--- src/rtl/instruction_fetch_unit.sv ---
// rtl/instruction_fetch_unit.sv - byte-serial instruction fetch with one-deep issue register
//
// Ports:
//   clk, rst_n            clock, synchronous active-low reset
//   mem_req, mem_addr     instruction-memory read request and address (current PC)
//   mem_ack, mem_rdata    read data valid strobe and instruction byte
//   pc_load, pc_target    redirect strobe and redirect address
//   issue_valid/ready     issue handshake towards the control unit / datapath
//   opCode, operand       high / low nibble of the first instruction byte
//   imm                   immediate byte (8'h00 for one-byte instructions)
//   pc_out                address of the first byte of the issued instruction
module instruction_fetch_unit (
    input  logic       clk,
    input  logic       rst_n,
    output logic       mem_req,
    output logic [7:0] mem_addr,
    input  logic       mem_ack,
    input  logic [7:0] mem_rdata,
    input  logic       pc_load,
    input  logic [7:0] pc_target,
    output logic       issue_valid,
    input  logic       issue_ready,
    output logic [3:0] opCode,
    output logic [3:0] operand,
    output logic [7:0] imm,
    output logic [7:0] pc_out
);

    typedef enum logic [1:0] {
        FETCH_OP  = 2'd0,
        FETCH_IMM = 2'd1,
        ISSUE     = 2'd2
    } state_t;

    state_t     state;
    state_t     next_state;
    logic [7:0] pc;
    logic       two_byte;

    // Opcodes 4'b10xx carry an immediate byte.
    assign two_byte = (mem_rdata[7:6] == 2'b10);

    always_comb begin
        next_state = state;
        case (state)
            FETCH_OP:  if (mem_ack) next_state = two_byte ? FETCH_IMM : ISSUE;
            FETCH_IMM: if (mem_ack) next_state = ISSUE;
            ISSUE:     if (issue_ready) next_state = FETCH_OP;
            default:   next_state = FETCH_OP;
        endcase
        // A redirect always restarts fetching, whatever the handshake was doing.
        if (pc_load) next_state = FETCH_OP;
    end

    always_ff @(posedge clk) begin
        if (!rst_n) state <= FETCH_OP;
        else        state <= next_state;
    end

    // Gate with rst_n so nothing is requested or issued while reset is held.
    assign mem_req     = rst_n && (state != ISSUE);
    assign issue_valid = rst_n && (state == ISSUE);
    assign mem_addr    = pc;

    // Instruction registers only move on a completed, non-redirected fetch edge,
    // so a redirect discards the byte in flight and an issued instruction holds.
    always_ff @(posedge clk) begin
        if (!rst_n) begin
            pc      <= 8'h00;
            opCode  <= 4'h0;
            operand <= 4'h0;
            imm     <= 8'h00;
            pc_out  <= 8'h00;
        end else if (pc_load) begin
            pc <= pc_target;
        end else if (state == FETCH_OP && mem_ack) begin
            opCode  <= mem_rdata[7:4];
            operand <= mem_rdata[3:0];
            imm     <= 8'h00;
            pc_out  <= pc;
            pc      <= pc + 8'h01;
        end else if (state == FETCH_IMM && mem_ack) begin
            imm <= mem_rdata;
            pc  <= pc + 8'h01;
        end
    end

endmodule

--- config.mk ---
export PLATFORM = sky130hd
export DESIGN_NAME = instruction_fetch_unit
export DESIGN_NICKNAME = d
export VERILOG_FILES = /design/src/rtl/instruction_fetch_unit.sv
export SDC_FILE = /design/constraint.sdc
export NUM_CORES = 1
export LEC_CHECK = 0
export ABC_CLOCK_PERIOD_IN_PS = 2500
export CORE_UTILIZATION = 46
export CTS_CLUSTER_DIAMETER = 200
export CTS_CLUSTER_SIZE = 40
export DETAILED_ROUTE_END_ITERATION = 16
export GPL_TIMING_DRIVEN = 0
export PLACE_DENSITY_LB_ADDON = 0.08
export SLEW_MARGIN = 20
export SYNTH_ARGS = -nofsm -noshare
export SYNTH_HDL_FRONTEND = slang
export SYNTH_SLANG_ARGS = --single-unit
--- constraint.sdc ---
create_clock -name clk -period 2.5 [get_ports clk]
set_input_delay 0.5 -clock clk [delete_from_list [all_inputs] [get_ports clk]]
set_output_delay 0.5 -clock clk [all_outputs]
set_load 0.005 [all_outputs]
# --- Word-level counts from Yosys, hierarchy flattened ---
# Index checks and enable logic that the tools add are counted.
classes:
  addsub: 1
  eq_ne: 7
  n_mux: 10
  bitwise_logic: 2
  n_reduce_logical: 11
op_table:
  columns: ["op", "n"]
  rows:
  - ["8-bit two-way mux", 5]
  - ["8-bit by 1-bit adder with 8-bit output, second input constant", 1]
  - ["2-bit two-way mux", 4]
  - ["2-bit inequality test, second input constant", 4]
  - ["2-bit case mux with 3 select lines", 1]
  - ["2-bit equality test, second input constant", 2]
  - ["1-bit logical AND", 4]
  - ["2-bit AND reduction", 2]
  - ["3-bit AND reduction", 1]
  - ["3-bit nonzero test", 1]
  - ["2-bit by 1-bit equality test with 1-bit output, second input constant", 1]
  - ["2-bit zero test", 1]
  - ["1-bit NOT", 2]
  - ["2-bit nonzero test", 1]
  - ["2-bit OR reduction", 1]
word_totals:
  reg_bits: 34
  in_bits: 21
  word_cells: 37

# --- Logic depth before layout (Yosys ltp) ---
# Gate-level depths: netlist of the first run.
depth:
  word_depth: 5
  ltp_mapped: 5
  ltp_nobuf: 4

# --- Least setup slack after synthesis of the first run ---
# No wires, ideal clock.
synth_timing:
  path_kind: "input -> output"
  start: "in rst_n"
  end: "out issue_valid"
  arrival_ps: 1322
  slack_ps: 678
  path_stages: 4
  path_cell_list: "clkbuf_1 > clkinv_1 > clkbuf_1 > nor2_1"
synth_between:
  elab_chain_cells: 1
synth_rtl:
  columns: ["element", "line", "rtl"]
  rows:
  - ["from (decl)", "14", "input logic rst_n,"]
  - ["1-bit logical AND", "62", "assign issue_valid = rst_n && (state == ISSUE);"]
  - ["to (decl)", "21", "output logic issue_valid,"]
# No other way between the ends.

# --- Final worst setup path of the first run ---
# Same ends and word-level chain as after synthesis.

==> results of run 1 <==
## sequential cells by signal, indices dropped and copies added (netlist names)
| signal | count |
|---|---|
| pc_out | 8 |
| opCode | 4 |
| state | 2 |
| operand | 4 |
| imm | 8 |
| mem_addr | 8 |
## critical path, stage by stage
cell             delay [ns]
clkdlybuf4s15_2        0.30
clkinv_2               0.28
nor2_1                 0.16
clkdlybuf4s50_1        0.50
## layout make-up
type,count,area [sq um],share of cell area [%]
Multi-Input combinational cell,123,666.9,32.84
Clock buffer,5,37.54,1.848
Tap cell,31,38.79,1.910
Buffer,9,42.54,2.095
Timing Repair Buffer,54,541.8,26.68
Sequential cell,34,680.7,33.52
Inverter,3,12.51,0.6161
Clock inverter,2,10.01,0.4929
## power breakdown
part	leakage (nW)	internal [W]	switching (W)	total [W]
registers	0.278	0.000563	0.0000238	0.000587
clock network	0.0308	0.000101	0.000183	0.000284
logic	0.398	0.0000946	0.0000733	0.000168
## cells in the mapped netlist, drive strengths merged
cell and instances:
nand3b 1, nor3b 2, a211oi 1, o22ai 1
o311a 1, clkinv 1, o311ai 1, or4 2
o21ai 6, nand2 42, dfxtp 34, and2 1
o31ai 1, nor4 2, clkbuf 9, nor2 3
nand2b 5, or3b 1, a21oi 26, o31a 1
mux2i 2, or4b 1, inv 2, o211a 1
xnor2 2, buf 2, a31oi 3, nand4 1
or3 2, and3 1, nand3 10, ha 1
o2111ai 1, nor4b 1
## per-stage QoR
| stage | cell area [sq um] | util, % | hold WS, ns | setup WS, ns |
|---|---|---|---|---|
| after floorplan | 1409 | - | 0.4483 | 0.6785 |
| after global placement | 1988 | 70.28 | 0.4381 | -0.6717 |
| after detailed placement | 1988 | 70.28 | 0.4463 | -0.7049 |
| after CTS | 2034 | 71.92 | 0.4589 | 0.05130 |
| after global routing | 2031 | 71.78 | 0.4838 | 0.1413 |
| final | 2031 | 71.78 | 0.4549 | 0.2506 |
## what timing repair did
item | CTS | global route
gates resized for setup | 4 | 0
endpoints found under the setup margin | 1 | 1
setup buffers | 0 | 0
## per-layer routing
metal | part of all wire [%] | wire length (um)
met5 | 0 | 0
met3 | 6.0 | 227
met1 | 41 | 1567
met4 | 1.3 | 48
met2 | 51 | 1933
## kinds of logic (layout without fill, tap and decap cells)
family | after synthesis | after routing | synth area share (%)
mux | 2 | 2 | 1.421
simple gates | 75 | 75 | 26.29
buf+inv | 14 | 73 | 4.351
flops | 34 | 34 | 48.31
compound gates | 43 | 43 | 17.50
fa+ha+maj | 1 | 1 | 0.8880
xor+xnor | 2 | 2 | 1.244
## path summary, 6_finish.rpt
| kind | from | to | slack [ns] | depth (start not counted) |
|---|---|---|---|---|
| worst max-delay path | rst_n | issue_valid | 0.25 | 4 |
| worst min-delay path | imm[1] | imm[1] | 0.45 | 2 |
| worst max register to register | state[1] | operand[0] | 0.69 | 4 |
| worst min register to register | imm[1] | imm[1] | 0.45 | 2 |
==> results.sh, run 1 <==
export IMPL_dieArea_sq_um=3288
export IMPL_numCtsBuffers=5
export IMPL_grt_pass1_vias=1350
export IMPL_pwr_density_cell_nw_per_um2=511.5
export IMPL_drc_errors=3
export IMPL_diodes=0
export IMPL_nNetsFinal=252
export IMPL_wirelength_um=3776
export IMPL_syn_to_final_growth_pct=44.14
export IMPL_relSlewSlack_pct=55.29
export IMPL_grt_pass1_wl_um=6106
export IMPL_mostFrequentLayoutCell="clkdlybuf4s50_1"
export IMPL_routed_via_density=5.628
export IMPL_wl_per_cell_um=14.47
export IMPL_arrival_ns=1.75
export IMPL_fmax_ghz=0.4446
export IMPL_rsz0062_at_grt="false"
export IMPL_grt_busiest_layer="met2"
export IMPL_synth_seq_cells=34
export IMPL_cts_root_buf="clkbuf_4"
export IMPL_grt_use_met1_pct=29.04
export IMPL_ys_seq_area_share_pct=48.31
export IMPL_leakage_nw=0.7058
export IMPL_startpoint_type="input port"
export IMPL_ctsHoldBuffers=0
export IMPL_die_w_um=57.34
export IMPL_synth_top_area_share_pct=48.31
export IMPL_maxCapViolCount=0
export IMPL_fillers=256
export IMPL_routabilityCongestion=0.8016
export IMPL_grt_usage_pct=24.81
export IMPL_cp_end_kind="output pin"
export IMPL_dp_hpwl_um=2794
export IMPL_syn_avg_cell_area_sq_um=8.239
export IMPL_met3_usage_pct=8.163
export IMPL_status="finished, violations left"
export IMPL_clkLatencyLatePin_ns=0.34
export IMPL_most_common_layout_cells="clkdlybuf4s50_1 (53), nand2_1 (42), dfxtp_1 (34)"
export IMPL_num_io_pins=55
export IMPL_path_max_fanout=19
export IMPL_coreArea_sq_um=2829
export IMPL_antenna_left=0
export IMPL_antenna_found_initial=0
export IMPL_clk_pin_slew_ns=0.10
export IMPL_dr_pass1_iters=11
export IMPL_syn_nets=193
export IMPL_tightestPinTransition_ns=0.6688
export IMPL_slew_violations=0
export IMPL_worst_setup_path_type="in2out"
export IMPL_finalPower_w=0.001039
export IMPL_via_count=1469
export IMPL_finalSetupViolCount=0
export IMPL_required_ns=2.00
export IMPL_synth_top_cell_by_area="dfxtp_1"
export IMPL_fin_crit_sh_pct=89.98
export IMPL_start_util_pct=49.80
export IMPL_finalClockSkew_ns=0.006115
export IMPL_violations="DRC"
export IMPL_met2_usage_pct=42.19
export IMPL_clockBufferDepth=2
export IMPL_drive_above_1_share_pct=5.652
export IMPL_cts_htree_levels=2
export IMPL_period_minus_slack_ns=2.249
export IMPL_numPortBuffers=54
export IMPL_holdCritPathClass="reg2reg"
export IMPL_synth_warnings=0
export IMPL_dp_cells=256
export IMPL_synth_cells=171
export IMPL_setup_tns_ns=0
export IMPL_rows=19
export IMPL_die_y_um=57.34
export IMPL_stdcell_count=261
export IMPL_ys_types=36
export IMPL_grt_max_degree=12
export IMPL_clock_sinks=34
export IMPL_cts_tree="yes"
export IMPL_hold_viol_final=0
export IMPL_first_iter_violations=57
export IMPL_vdd_ir_drop_worst_v=0.0004462
export IMPL_grt_overflow=0
export IMPL_synth_area_sq_um=1409
export IMPL_netlist_top_cells_area="dfxtp_1 (48%), nand2_1 (11%), a21oi_1 (9.2%)"
Note: power is estimated with default switching activity, not from simulation.
==> inputs of run 2 (changes only) <==
--- a/config.mk
+++ b/config.mk
@@ -12,6 +12,7 @@
 export DETAILED_ROUTE_END_ITERATION = 16
 export GPL_TIMING_DRIVEN = 0
 export PLACE_DENSITY_LB_ADDON = 0.08
+export RECOVER_POWER = 100
 export SLEW_MARGIN = 20
 export SYNTH_ARGS = -nofsm -noshare
 export SYNTH_HDL_FRONTEND = slang
==> results.sh, run 2 (synthesis gave the netlist of run 1 again) <==
export IMPL_cts_htree_levels=2
export IMPL_clock_sinks=34
export IMPL_tightestPinTransition_ns=1.046
export IMPL_routed_via_density=5.575
export IMPL_r2r_slack_ns=0.70
export IMPL_relSlewSlack_pct=30.14
export IMPL_grt_overflow=0
export IMPL_grt_usage_pct=24.81
export IMPL_dr_pass1_iters=10
export IMPL_clk_pin_slew_ns=0.10
export IMPL_rr_worst_depth=4
export IMPL_worstHoldPathCells=2
export IMPL_holdCritPathClass="reg2reg"
export IMPL_antenna_left=0
export IMPL_leakage_nw=0.8002
export IMPL_pwr_density_cell_nw_per_um2=507.1
export IMPL_syn_to_final_growth_pct=43.69
export IMPL_vdd_ir_drop_worst_v=0.0004405
export IMPL_startpoint_type="input port"
export IMPL_finalClockSkew_ns=0.005919
export IMPL_fmax_ghz=0.4471
export IMPL_dieArea_sq_um=3288
export IMPL_fillers=258
export IMPL_maxCapViolCount=0
export IMPL_cp_end_kind="flip-flop"
export IMPL_numCtsBuffers=5
export IMPL_cts_root_buf="clkbuf_4"
export IMPL_routabilityCongestion=0.8016
export IMPL_r2r_start="state[1]"
export IMPL_via_count=1455
export IMPL_grt_pass1_vias=1350
export IMPL_num_io_pins=55
export IMPL_arrival_ns=2.51
export IMPL_period_minus_slack_ns=2.236
export IMPL_mostFrequentLayoutCell="nand2_1"
export IMPL_rsz0062_at_grt="false"
export IMPL_clkLatencyLatePin_ns=0.34
export IMPL_status="finished, violations left"
export IMPL_rows=19
export IMPL_violations="DRC"
export IMPL_clockBufferDepth=2
export IMPL_finalSetupViolCount=0
export IMPL_numPortBuffers=54
export IMPL_whs_ns=0.4505
export IMPL_dp_hpwl_um=2794
export IMPL_antenna_found_initial=0
export IMPL_first_iter_violations=74
export IMPL_grt_pass1_wl_um=6106
export IMPL_start_util_pct=49.80
export IMPL_die_w_um=57.34
export IMPL_die_y_um=57.34
export IMPL_coreArea_sq_um=2829
export IMPL_wl_per_cell_um=14.36
export IMPL_drc_errors=3
export IMPL_diodes=0
export IMPL_cts_tree="yes"
export IMPL_hold_start="imm[1]"
export IMPL_startpoint="pc_load"
export IMPL_fin_crit_sh_pct=89.46
export IMPL_drive_above_1_share_pct=5.217
export IMPL_hold_path_end="imm[1]"
export IMPL_most_common_layout_cells="nand2_1 (42), dlygate4sd3_1 (35), dfxtp_1 (34)"
export IMPL_nNetsFinal=252
export IMPL_path_max_fanout=10
export IMPL_slew_violations=0
export IMPL_finalPower_w=0.001027
export IMPL_hold_viol_final=0
export IMPL_required_ns=2.77
export IMPL_timing_rr_end="operand[0]"
export IMPL_wirelength_um=3747
export IMPL_grt_max_degree=12
export IMPL_worst_setup_path_type="in2reg"
run 2: cell types whose count changed in the layout (fill, tap and decap cells not counted):
| cell | previous run | this run |
|---|---|---|
| nor3b_2 | 1 | 0 |
| inv_2 | 0 | 1 |
| nor3b_1 | 1 | 2 |
| clkdlybuf4s50_1 | 53 | 18 |
| clkinv_2 | 3 | 2 |
| dlygate4sd3_1 | 0 | 35 |
run 2: critical path, stage by stage:
cell and delay, ns:
dlygate4sd3_1 0.57, buf_6 0.15, nor4b_2 0.57, clkbuf_1 0.43, nand2_1 0.13, a21oi_1 0.16
run 2: worst max path at each step:
stage             endpoint  slack [ns]  cells past startpoint
2_1_floorplan  issue_valid        0.68                      4
3_3_place_gp   issue_valid       -0.67                      6
3_5_place_dp   issue_valid       -0.70                      6
4_1_cts        issue_valid        0.05                      5
5_1_grt        mem_addr[7]        0.07                      5
6_report        operand[0]        0.26                      6
run 2: power breakdown:
group	total, W	internal, W	switching, W
Clock	0.000282	0.000101	0.000181
Sequential	0.000586	0.000563	0.0000225
Combinational	0.000159	0.0000857	0.0000732
run 2: final cells by class:
class | instances | area, sq um | share of cell area (%)
clock inverter | 2 | 10.01 | 0.4944
sequential | 34 | 680.7 | 33.62
inverter | 3 | 11.26 | 0.5562
tap | 31 | 38.79 | 1.916
timing repair buffer | 54 | 541.8 | 26.76
buffer | 9 | 42.54 | 2.101
multi-input combinational | 123 | 661.9 | 32.69
clock buffer | 5 | 37.54 | 1.854
run 2: metrics by stage:
step           utilization, %  std cells  area (sq um)  worst slack, ns  TNS, ns
2_1_floorplan               -        171          1409           0.6785        0
3_5_place_dp            70.28        256          1988          -0.7049  -0.7049
4_1_cts                 71.92        262          2034          0.05130        0
5_1_grt                 71.56        261          2024          0.07384        0
6_report                71.56        261          2024           0.2635        0
3_3_place_gp            70.28        256          1988          -0.6717  -0.6717
run 2: per-layer routing:
| metal | global-route usage [%] | wire length, um | up-vias |
|---|---|---|---|
| li1 | - | - | 718 |
| met1 | 29.04 | 1550 | 681 |
| met2 | 42.19 | 1894 | 49 |
| met3 | 8.163 | 243 | 7 |
| met4 | 9.059 | 59 | 0 |
| met5 | 0 | 0 | - |
run 2: timing repair:
action / 4_1_cts / 5_1_grt
hold buffers: 0 / 0
hold endpoints to repair: 0 / 0
resized for setup: 4 / 0
gates cloned: 0 / 0
buffers inserted: 0 / 0
setup endpoints to repair: 1 / 1
